--- src/rtl/kamus_lsu.sv ---
// kamus_lsu -- single-outstanding load/store unit between EX and a simple
// req/gnt/rvalid memory port.
//
// Ports
//   clk_i, rst_ni             clock, synchronous active-low reset
//   req_valid_i / req_ready_o EX request handshake (ready only when idle)
//   req_we_i, req_width_i     store flag, access width (B=00, H=01, W=10)
//   req_unsigned_i            zero-extend loads (LBU/LHU)
//   req_addr_i, req_wdata_i   byte address, right-aligned store data
//   req_rd_i                  destination register, echoed on resp_rd_o
//   mem_req_o / mem_gnt_i     memory request handshake
//   mem_addr_o, mem_we_o      word address, write enable
//   mem_be_o, mem_wdata_o     byte enables, lane-replicated store data
//   mem_rvalid_i, mem_rdata_i read data / write ack
//   resp_valid_o / resp_ready_i  response handshake towards WB
//   resp_rdata_o, resp_rd_o, resp_err_o  extended load data, rd, error code
module kamus_lsu #(
    parameter int unsigned TIMEOUT_CYCLES = 16
) (
    input  logic        clk_i,
    input  logic        rst_ni,
    input  logic        req_valid_i,
    output logic        req_ready_o,
    input  logic        req_we_i,
    input  logic [1:0]  req_width_i,
    input  logic        req_unsigned_i,
    input  logic [31:0] req_addr_i,
    input  logic [31:0] req_wdata_i,
    input  logic [4:0]  req_rd_i,
    output logic        mem_req_o,
    input  logic        mem_gnt_i,
    output logic [31:0] mem_addr_o,
    output logic        mem_we_o,
    output logic [3:0]  mem_be_o,
    output logic [31:0] mem_wdata_o,
    input  logic        mem_rvalid_i,
    input  logic [31:0] mem_rdata_i,
    output logic        resp_valid_o,
    input  logic        resp_ready_i,
    output logic [31:0] resp_rdata_o,
    output logic [4:0]  resp_rd_o,
    output logic [1:0]  resp_err_o
);
    typedef enum logic [1:0] {S_IDLE, S_REQ, S_WAIT, S_RESP} state_e;

    localparam logic [1:0] W_B = 2'b00;
    localparam logic [1:0] W_H = 2'b01;
    localparam logic [1:0] W_W = 2'b10;
    localparam logic [1:0] W_ILL = 2'b11;
    localparam logic [7:0] TIMEOUT_LIM = 8'(TIMEOUT_CYCLES);

    state_e      state_reg, state_next;
    logic [7:0]  cnt_reg, cnt_next;
    logic        we_reg, uns_reg;
    logic [1:0]  width_reg;
    logic [31:0] addr_reg, wdata_reg;
    logic [4:0]  rd_reg;
    logic [31:0] rdata_reg, rdata_next;
    logic [1:0]  err_reg, err_next;

    logic        handshake;
    logic        misaligned;
    logic [3:0]  be_calc;
    logic [31:0] wdata_rep;
    logic [31:0] lane;
    logic [31:0] load_ext;

    assign handshake = req_valid_i && (state_reg == S_IDLE);
    assign misaligned = ((req_width_i == W_H) && req_addr_i[0]) ||
                        ((req_width_i == W_W) && (req_addr_i[1:0] != 2'b00));

    // Per-lane byte enable and store-data replication from the latched request.
    for (genvar gi = 0; gi < 4; gi++) begin : g_lane
        assign be_calc[gi] = (width_reg == W_W) ||
                             ((width_reg == W_H) && (addr_reg[1] == 1'(gi / 2))) ||
                             ((width_reg == W_B) && (addr_reg[1:0] == 2'(gi)));
        assign wdata_rep[8*gi +: 8] = (width_reg == W_B) ? wdata_reg[7:0] :
                                      (width_reg == W_H) ? wdata_reg[8*(gi%2) +: 8] :
                                                           wdata_reg[8*gi +: 8];
    end

    // Shift the addressed byte/halfword down to bit 0, then extend.
    assign lane = mem_rdata_i >> {addr_reg[1:0], 3'b000};

    always_comb begin
        load_ext = mem_rdata_i;
        case (width_reg)
            W_B:     load_ext = {{24{~uns_reg & lane[7]}}, lane[7:0]};
            W_H:     load_ext = {{16{~uns_reg & lane[15]}}, lane[15:0]};
            default: load_ext = mem_rdata_i;
        endcase
    end

    always_comb begin
        state_next = state_reg;
        cnt_next   = cnt_reg;
        rdata_next = rdata_reg;
        err_next   = err_reg;
        case (state_reg)
            S_IDLE: begin
                if (req_valid_i) begin
                    rdata_next = '0;
                    if (req_width_i == W_ILL) begin
                        state_next = S_RESP;
                        err_next   = 2'b11;
                    end else if (misaligned) begin
                        state_next = S_RESP;
                        err_next   = 2'b01;
                    end else begin
                        state_next = S_REQ;
                        err_next   = 2'b00;
                    end
                end
            end
            S_REQ: begin
                if (mem_gnt_i) begin
                    state_next = S_WAIT;
                    cnt_next   = '0;
                end
            end
            S_WAIT: begin
                // rvalid is checked first so it wins over a same-cycle timeout.
                if (mem_rvalid_i) begin
                    state_next = S_RESP;
                    err_next   = 2'b00;
                    rdata_next = we_reg ? 32'd0 : load_ext;
                end else if (cnt_reg + 8'd1 == TIMEOUT_LIM) begin
                    state_next = S_RESP;
                    err_next   = 2'b10;
                    rdata_next = '0;
                end else begin
                    cnt_next = cnt_reg + 8'd1;
                end
            end
            S_RESP: begin
                if (resp_ready_i) begin
                    state_next = S_IDLE;
                end
            end
            default: state_next = S_IDLE;
        endcase
    end

    always_ff @(posedge clk_i) begin
        if (!rst_ni) begin
            state_reg <= S_IDLE;
            cnt_reg   <= '0;
            we_reg    <= 1'b0;
            uns_reg   <= 1'b0;
            width_reg <= '0;
            addr_reg  <= '0;
            wdata_reg <= '0;
            rd_reg    <= '0;
            rdata_reg <= '0;
            err_reg   <= '0;
        end else begin
            state_reg <= state_next;
            cnt_reg   <= cnt_next;
            rdata_reg <= rdata_next;
            err_reg   <= err_next;
            if (handshake) begin
                we_reg    <= req_we_i;
                uns_reg   <= req_unsigned_i;
                width_reg <= req_width_i;
                addr_reg  <= req_addr_i;
                wdata_reg <= req_wdata_i;
                rd_reg    <= req_rd_i;
            end
        end
    end

    // Memory-side outputs are only driven while a request is on the bus.
    assign req_ready_o  = (state_reg == S_IDLE);
    assign mem_req_o    = (state_reg == S_REQ);
    assign mem_addr_o   = mem_req_o ? {addr_reg[31:2], 2'b00} : 32'd0;
    assign mem_we_o     = mem_req_o & we_reg;
    assign mem_be_o     = mem_req_o ? be_calc : 4'b0000;
    assign mem_wdata_o  = mem_req_o ? wdata_rep : 32'd0;
    assign resp_valid_o = (state_reg == S_RESP);
    assign resp_rdata_o = rdata_reg;
    assign resp_rd_o    = rd_reg;
    assign resp_err_o   = err_reg;

endmodule

--- config.mk ---
export PLATFORM = sky130hd
export DESIGN_NAME = kamus_lsu
export DESIGN_NICKNAME = d
export VERILOG_FILES = /design/src/rtl/kamus_lsu.sv
export SDC_FILE = /design/constraint.sdc
export NUM_CORES = 1
export LEC_CHECK = 0
export CORE_MARGIN = 5
export CORE_UTILIZATION = 24
export DETAILED_ROUTE_END_ITERATION = 8
export PLACE_DENSITY = 0.45
export SYNTH_ARGS = -nofsm -noshare
export SYNTH_HDL_FRONTEND = slang
export SYNTH_SLANG_ARGS = --single-unit
--- constraint.sdc ---
create_clock -name clk_i -period 2.2 [get_ports clk_i]
set_input_delay 0.22 -clock clk_i [delete_from_list [all_inputs] [get_ports clk_i]]
set_output_delay 0.22 -clock clk_i [all_outputs]
set_load 0.02 [all_outputs]
==> flow_summary.yaml, run 1 <==
status:
  status: "finished clean"
min_path:
  hp-class: "in2reg"
  whs_path_depth: 3
synthesis:
  ys_ff_latch: 117
  ys_dominant_reg_cell: "dfxtp_1"
  syn_area_mm2: 0.00591
  yosysTopAreaCellShare: 0.396
  synth.distinct_cells: 53
  ys_seq_area_frac: 0.396
  async_flop_share: 0
  ys_warn_count: 0
  synth.avg_cell_area_um2: 7.62
  ys_top_cells_by_area: "dfxtp_1 (40%), nand2_1 (14%), a21oi_1 (8.8%), and2_1 (4.4%), mux2i_1 (3.4%)"
  synth_area_leader_cell: "dfxtp_1"
  synth_edf_count: 0
  syn_inst: 775
global_routing:
  grt_antenna_before_repair: 0
  grt_use_total: 0.161
  grt_first_pass_wirelength_um: 35900
  grt_max_degree: 75
  grt_pass1_vias: 6282
  grt.overflow.total: 0
clock_network:
  cts.hold.buffers_added: 0
  numCtsBuffers: 17
  clk_path_buf_depth: 2
  clkSlewWorstSetupHoldPaths_ps: 60
  insertion_delay_ps: 410
  htree_levels: 4
  cts_tree: "done"
  clock_sinks: 117
  cts_root_buffer: "clkbuf_16"
timing:
  setup_viol: 0
  worst_pin_slew_ps: 642
  slew_violations: 0
  fmax_mhz: 479
  fin_tns_setup_ps: 0
  min_period_ps: 2090
  clock_skew_ps: 8.08
  fin_crit_sh: 0.949
  maxSlewHeadroom: 0.571
  finalHoldViolCount: 0
  setup_slack_ps: 113
  rsz0062_at_grt: "false"
floorplan:
  placement_rows: 57
  start_util: 0.244
  fp.dieW_um: 167
  fp.coreArea_mm2: 0.0242
  ios: 222
  die_area_mm2: 0.0279
  die_height_um: 167
finish:
  fill_cells: 2609
  multi_input_area_mm2: 0.00327
  diodes: 0
  areaGrowthSynthToFinish_pct: 53.6
  seqCellArea_mm2: 0.00234
  final_common_cell: "nand2_1"
  layout.nets: 1097
  final_cell_mix: "nand2_1 (221), clkdlybuf4s50_1 (151), dfxtp_1 (116)"
  drive_gt1_frac: 0.0795
critical_path:
  ff2ff_path_depth: 8
  cp_slowest_cell: "clkdlybuf4s50_1"
  endpoint_kind: "output port"
  worst_path_largest_cell_delay_ps: 670
  arrival_ps: 1870
  cp-start-kind: "flip-flop"
  cp_cell_sequence: "inv_1, ha_1, clkdlybuf4s50_1"
  criticalPathCategory: "reg2out"
  crit_fanout: 7
  cp.required_ps: 1980
route:
  vias: 6174
  drt-total-wl_um: 22800
  viasPerCell: 4.68
  wl_per_cell_um: 17.3
  drc: 0
  drtPass1Iterations: 5
  final_antenna_net_count: 0
  drt_iter0_drc: 342
placed_design:
  portBuffers: 219
  dp_hpwl_um: 16000
  place_congestion: 0.779
  dp_slack_ps: 71.3
pwr:
  power.density_mw_per_mm2: 1040
  power.leakage_nw: 3.59
  ir_drop_mv: 0.492
job:
  maxCapViolations: 0
[critical path, delay by kind of cell, from the launching register on]
family | cells | cell delay (ps)
buffers and inverters | 2 | 770
flip-flops | 1 | 360
adder cells (fa/ha/maj) | 1 | 330
[area by class of cell]
class | count | share of cell area
multi-input combinational | 590 | 0.360
timing repair buffer | 248 | 0.267
sequential | 117 | 0.258
clock buffer | 18 | 0.0473
tap | 324 | 0.0447
clock inverter | 14 | 0.0194
inverter | 7 | 0.00303
[Yosys cell counts, types with 2 or more instances]
cell type  count
or3_1          2
ha_1           5
and3_1         2
a311oi_1      17
a21oi_1      104
a21boi_0       8
o2bb2ai_1     16
mux2i_1       20
o21ai_0       36
and2_1        42
buf_6          3
o21ai_2        2
a21o_1         2
o22a_1         7
nor2_1        14
o21bai_1       2
nand4_1        2
nor2b_1       13
a211o_1        2
nand2_1      222
buf_4          4
o2111ai_1      2
mux2_2         2
nor4_1         2
nand3_1       17
inv_1          6
buf_1          9
dfxtp_1      117
nand2b_1       9
nor3b_1        2
clkbuf_1      40
nor3_1         6
buf_2          5
o211a_1        8
a211oi_1       7
[path summary, 6_finish.rpt]
check / start / endpoint / slack (ps)
worst max-delay path: state_reg[0] / req_ready_o / 110
worst min register to register: addr_reg[21] / addr_reg[21] / 450
worst min-delay path: req_wdata_i[24] / wdata_reg[24] / 350
worst max register to register: state_reg[0] / resp_rdata_o[7] / 220
[where the power goes]
part / total [W] / internal, W / switching (W)
clock: 0.00289 / 0.00180 / 0.00109
combinational: 0.00376 / 0.00158 / 0.00217
sequential: 0.00277 / 0.00251 / 0.000258
[logic make-up after synthesis]
kind of cell | Yosys count | share of synthesized area
xor+xnor | 1 | 0.00148
flops | 117 | 0.396
simple gates | 338 | 0.258
other cells | 1 | 0.000635
compound gates | 221 | 0.238
buf+inv | 69 | 0.0532
mux | 23 | 0.0415
fa+ha+maj | 5 | 0.0106
[what timing repair did]
item | CTS | global route
gates cloned | 1 | 0
setup buffers | 0 | 0
gates resized for setup | 70 | 22
setup endpoints to repair | 68 | 26
[metal layers]
layer  track usage  wire length (µm)  vias to the layer above
met1         0.204             10100                     2849
met3        0.0680              2050                       24
li1              -                 -                     3089
met2         0.253             10300                      212
met4        0.0438               317                        0
met5             0                 0                        -
[per-stage QoR]
stage / hold slack (ps) / area, µm² / total power [W] / std cells / util
CTS: 323 / 9080 / 0.00958 / 1318 / 0.374
floorplan: 356 / 5910 / 0.00501 / 776 / -
detailed placement: 443 / 8510 / 0.00663 / 1285 / 0.351
global route: 335 / 9080 / 0.0101 / 1318 / 0.374
global placement: 438 / 8510 / 0.00663 / 1285 / 0.351
finish: 350 / 9080 / 0.00942 / 1318 / 0.374
No activity file was read; power rests on OpenSTA's default activity.
==> run 2, diff against run 1 <==
Settings changed: CORE_UTILIZATION 24 to 40, PLACE_DENSITY 0.45 to 0.7.
Clock period 2.2 ns to 2.4 ns, I/O delays scaled along.
==> flow_summary.yaml, run 2 (synthesis results as in run 1) <==
placed_design:
  place_congestion: 0.858
  portBuffers: 219
  place_area_mm2: 0.00827
  dp_hpwl_um: 13800
finish:
  final_common_cell: "nand2_1"
  final_cell_mix: "nand2_1 (221), clkdlybuf4s50_1 (167), dfxtp_1 (116)"
  areaGrowthSynthToFinish_pct: 51.7
  drive_gt1_frac: 0.0688
  final_util: 0.617
  diodes: 0
  finalInstanceArea_mm2: 0.00896
  layout.nets: 1094
min_path:
  min_from: "req_addr_i[5]"
  hold_end: "addr_reg[5]"
  whs_path_depth: 3
  hp-class: "in2reg"
critical_path:
  r2r_slack_ps: 300
  cp_slowest_cell: "clkdlybuf4s50_1"
  criticalPathCategory: "reg2out"
  path_depth: 5
  path_buf_inv: 3
  crit_fanout: 41
  cp.required_ps: 2160
  cp-start-kind: "flip-flop"
  cp_cell_sequence: "inv_1, ha_2, buf_12, and2_1, clkdlybuf4s50_1"
  r2r_end: "resp_rdata_o[7]"
  rr_startpoint: "cnt_reg[2]"
  cp_top_family: "buffers and inverters"
  worst_path_largest_cell_delay_ps: 610
  ff2ff_path_depth: 6
  endpoint_kind: "output port"
  arrival_ps: 2060
floorplan:
  start_util: 0.407
  fp.coreArea_mm2: 0.0145
  placement_rows: 44
  fp.dieW_um: 132
  ios: 222
  die_height_um: 132
  die_area_mm2: 0.0173
route:
  viasPerCell: 5.31
  final_antenna_net_count: 0
  vias: 6226
  drtPass1Iterations: 5
  drt_iter0_drc: 417
  wl_per_cell_um: 16.7
  drt-total-wl_um: 19600
  drc: 0
pwr:
  combPwrFrac: 0.399
  power.leakage_nw: 4.15
  power.density_mw_per_mm2: 922
  swShare: 0.360
  intPower_w: 0.00529
  ir_drop_mv: 0.533
  p_sw_w: 0.00298
  pwr-share-clk: 0.294
  pwr-share-seq: 0.308
clock_network:
  insertion_delay_ps: 410
  htree_levels: 4
  post_cts_buffers: 0
  clkSlewWorstSetupHoldPaths_ps: 50
  clock_sinks: 117
  clk_path_buf_depth: 2
  numCtsBuffers: 17
  cts_tree: "done"
  cts_root_buffer: "clkbuf_16"
timing:
  min_period_ps: 2300
  setup_viol: 0
  fmax_mhz: 435
  maxSlewHeadroom: 0.561
  fin_crit_sh: 0.957
  clock_skew_ps: 3.46
  finalHoldViolCount: 0
  slew_violations: 0
  worst_pin_slew_ps: 658
status:
  status: "finished clean"
global_routing:
  grt_use_total: 0.222
  grt.overflow.total: 0
  grt_antenna_before_repair: 1
  grt_max_degree: 75
  grt_first_pass_wirelength_um: 31600
  grt_pass1_vias: 6016
job:
  maxCapViolations: 0
-- run 2: worst max-delay path by stage --
| stage | startpoint | slack (ps) | to |
|---|---|---|---|
| CTS | state_reg[1] | -30 | mem_wdata_o[21] |
| floorplan | state_reg[1] | 460 | mem_wdata_o[11] |
| global route | state_reg[1] | -0.5 | mem_addr_o[24] |
| finish | state_reg[1] | 100 | mem_addr_o[29] |
| detailed placement | width_reg[0] | 280 | mem_wdata_o[14] |
| global placement | width_reg[0] | 260 | mem_wdata_o[14] |
-- run 2: metrics by stage --
step	hold slack [ps]	setup WS [ps]	cells	setup TNS [ps]	total power (W)
final	369	102	1172	0	0.00827
after global routing	368	-0.515	1172	-0.856	0.00878
after CTS	354	-25.5	1172	-130	0.00833
after detailed placement	442	281	1143	0	0.00588
after global placement	437	258	1143	0	0.00585
after floorplan	376	458	776	0	0.00459
-- run 2: timing repair --
item / in CTS / in global routing
endpoints found under the hold margin: 0 / 0
hold buffers: 0 / 0
setup endpoints to repair: 47 / 63
gates resized for setup: 7 / 53
pin swaps: 0 / 0
cloned: 0 / 0
-- run 2: cell type report --
| class | instances | area [µm²] |
|---|---|---|
| repair buffers | 245 | 2540 |
| fillers | 1379 | 5570 |
| clock inverters | 5 | 75.1 |
| well taps | 184 | 230 |
| flip-flops and latches | 117 | 2340 |
| clock buffers | 24 | 482 |
| inverters | 7 | 26.3 |
| multi-input cells | 590 | 3260 |
-- run 2: power groups by stage --
stage | registers (W) | logic, W | clock network (W)
2_1_floorplan | 0.00269 | 0.00190 | 0
3_3_place_gp | 0.00257 | 0.00328 | 0
3_5_place_dp | 0.00258 | 0.00330 | 0
4_1_cts | 0.00254 | 0.00332 | 0.00247
5_1_grt | 0.00260 | 0.00361 | 0.00257
6_report | 0.00254 | 0.00330 | 0.00243
-- run 2: worst reg2reg max path, stage by stage (launching register included) --
cell and delay (ps):
dfxtp_1 460, nor4b_2 270, nand2_1 140, o21ai_2 470, and2_1 250, buf_4 240, mux2i_1 200
-- run 2: layer usage --
metal	vias up	global-route usage	part of all wire
met5	-	0	0.00066
met4	2	0.0771	0.021
met3	33	0.0841	0.096
met2	233	0.345	0.46
met1	2884	0.282	0.42
li1	3074	-	-
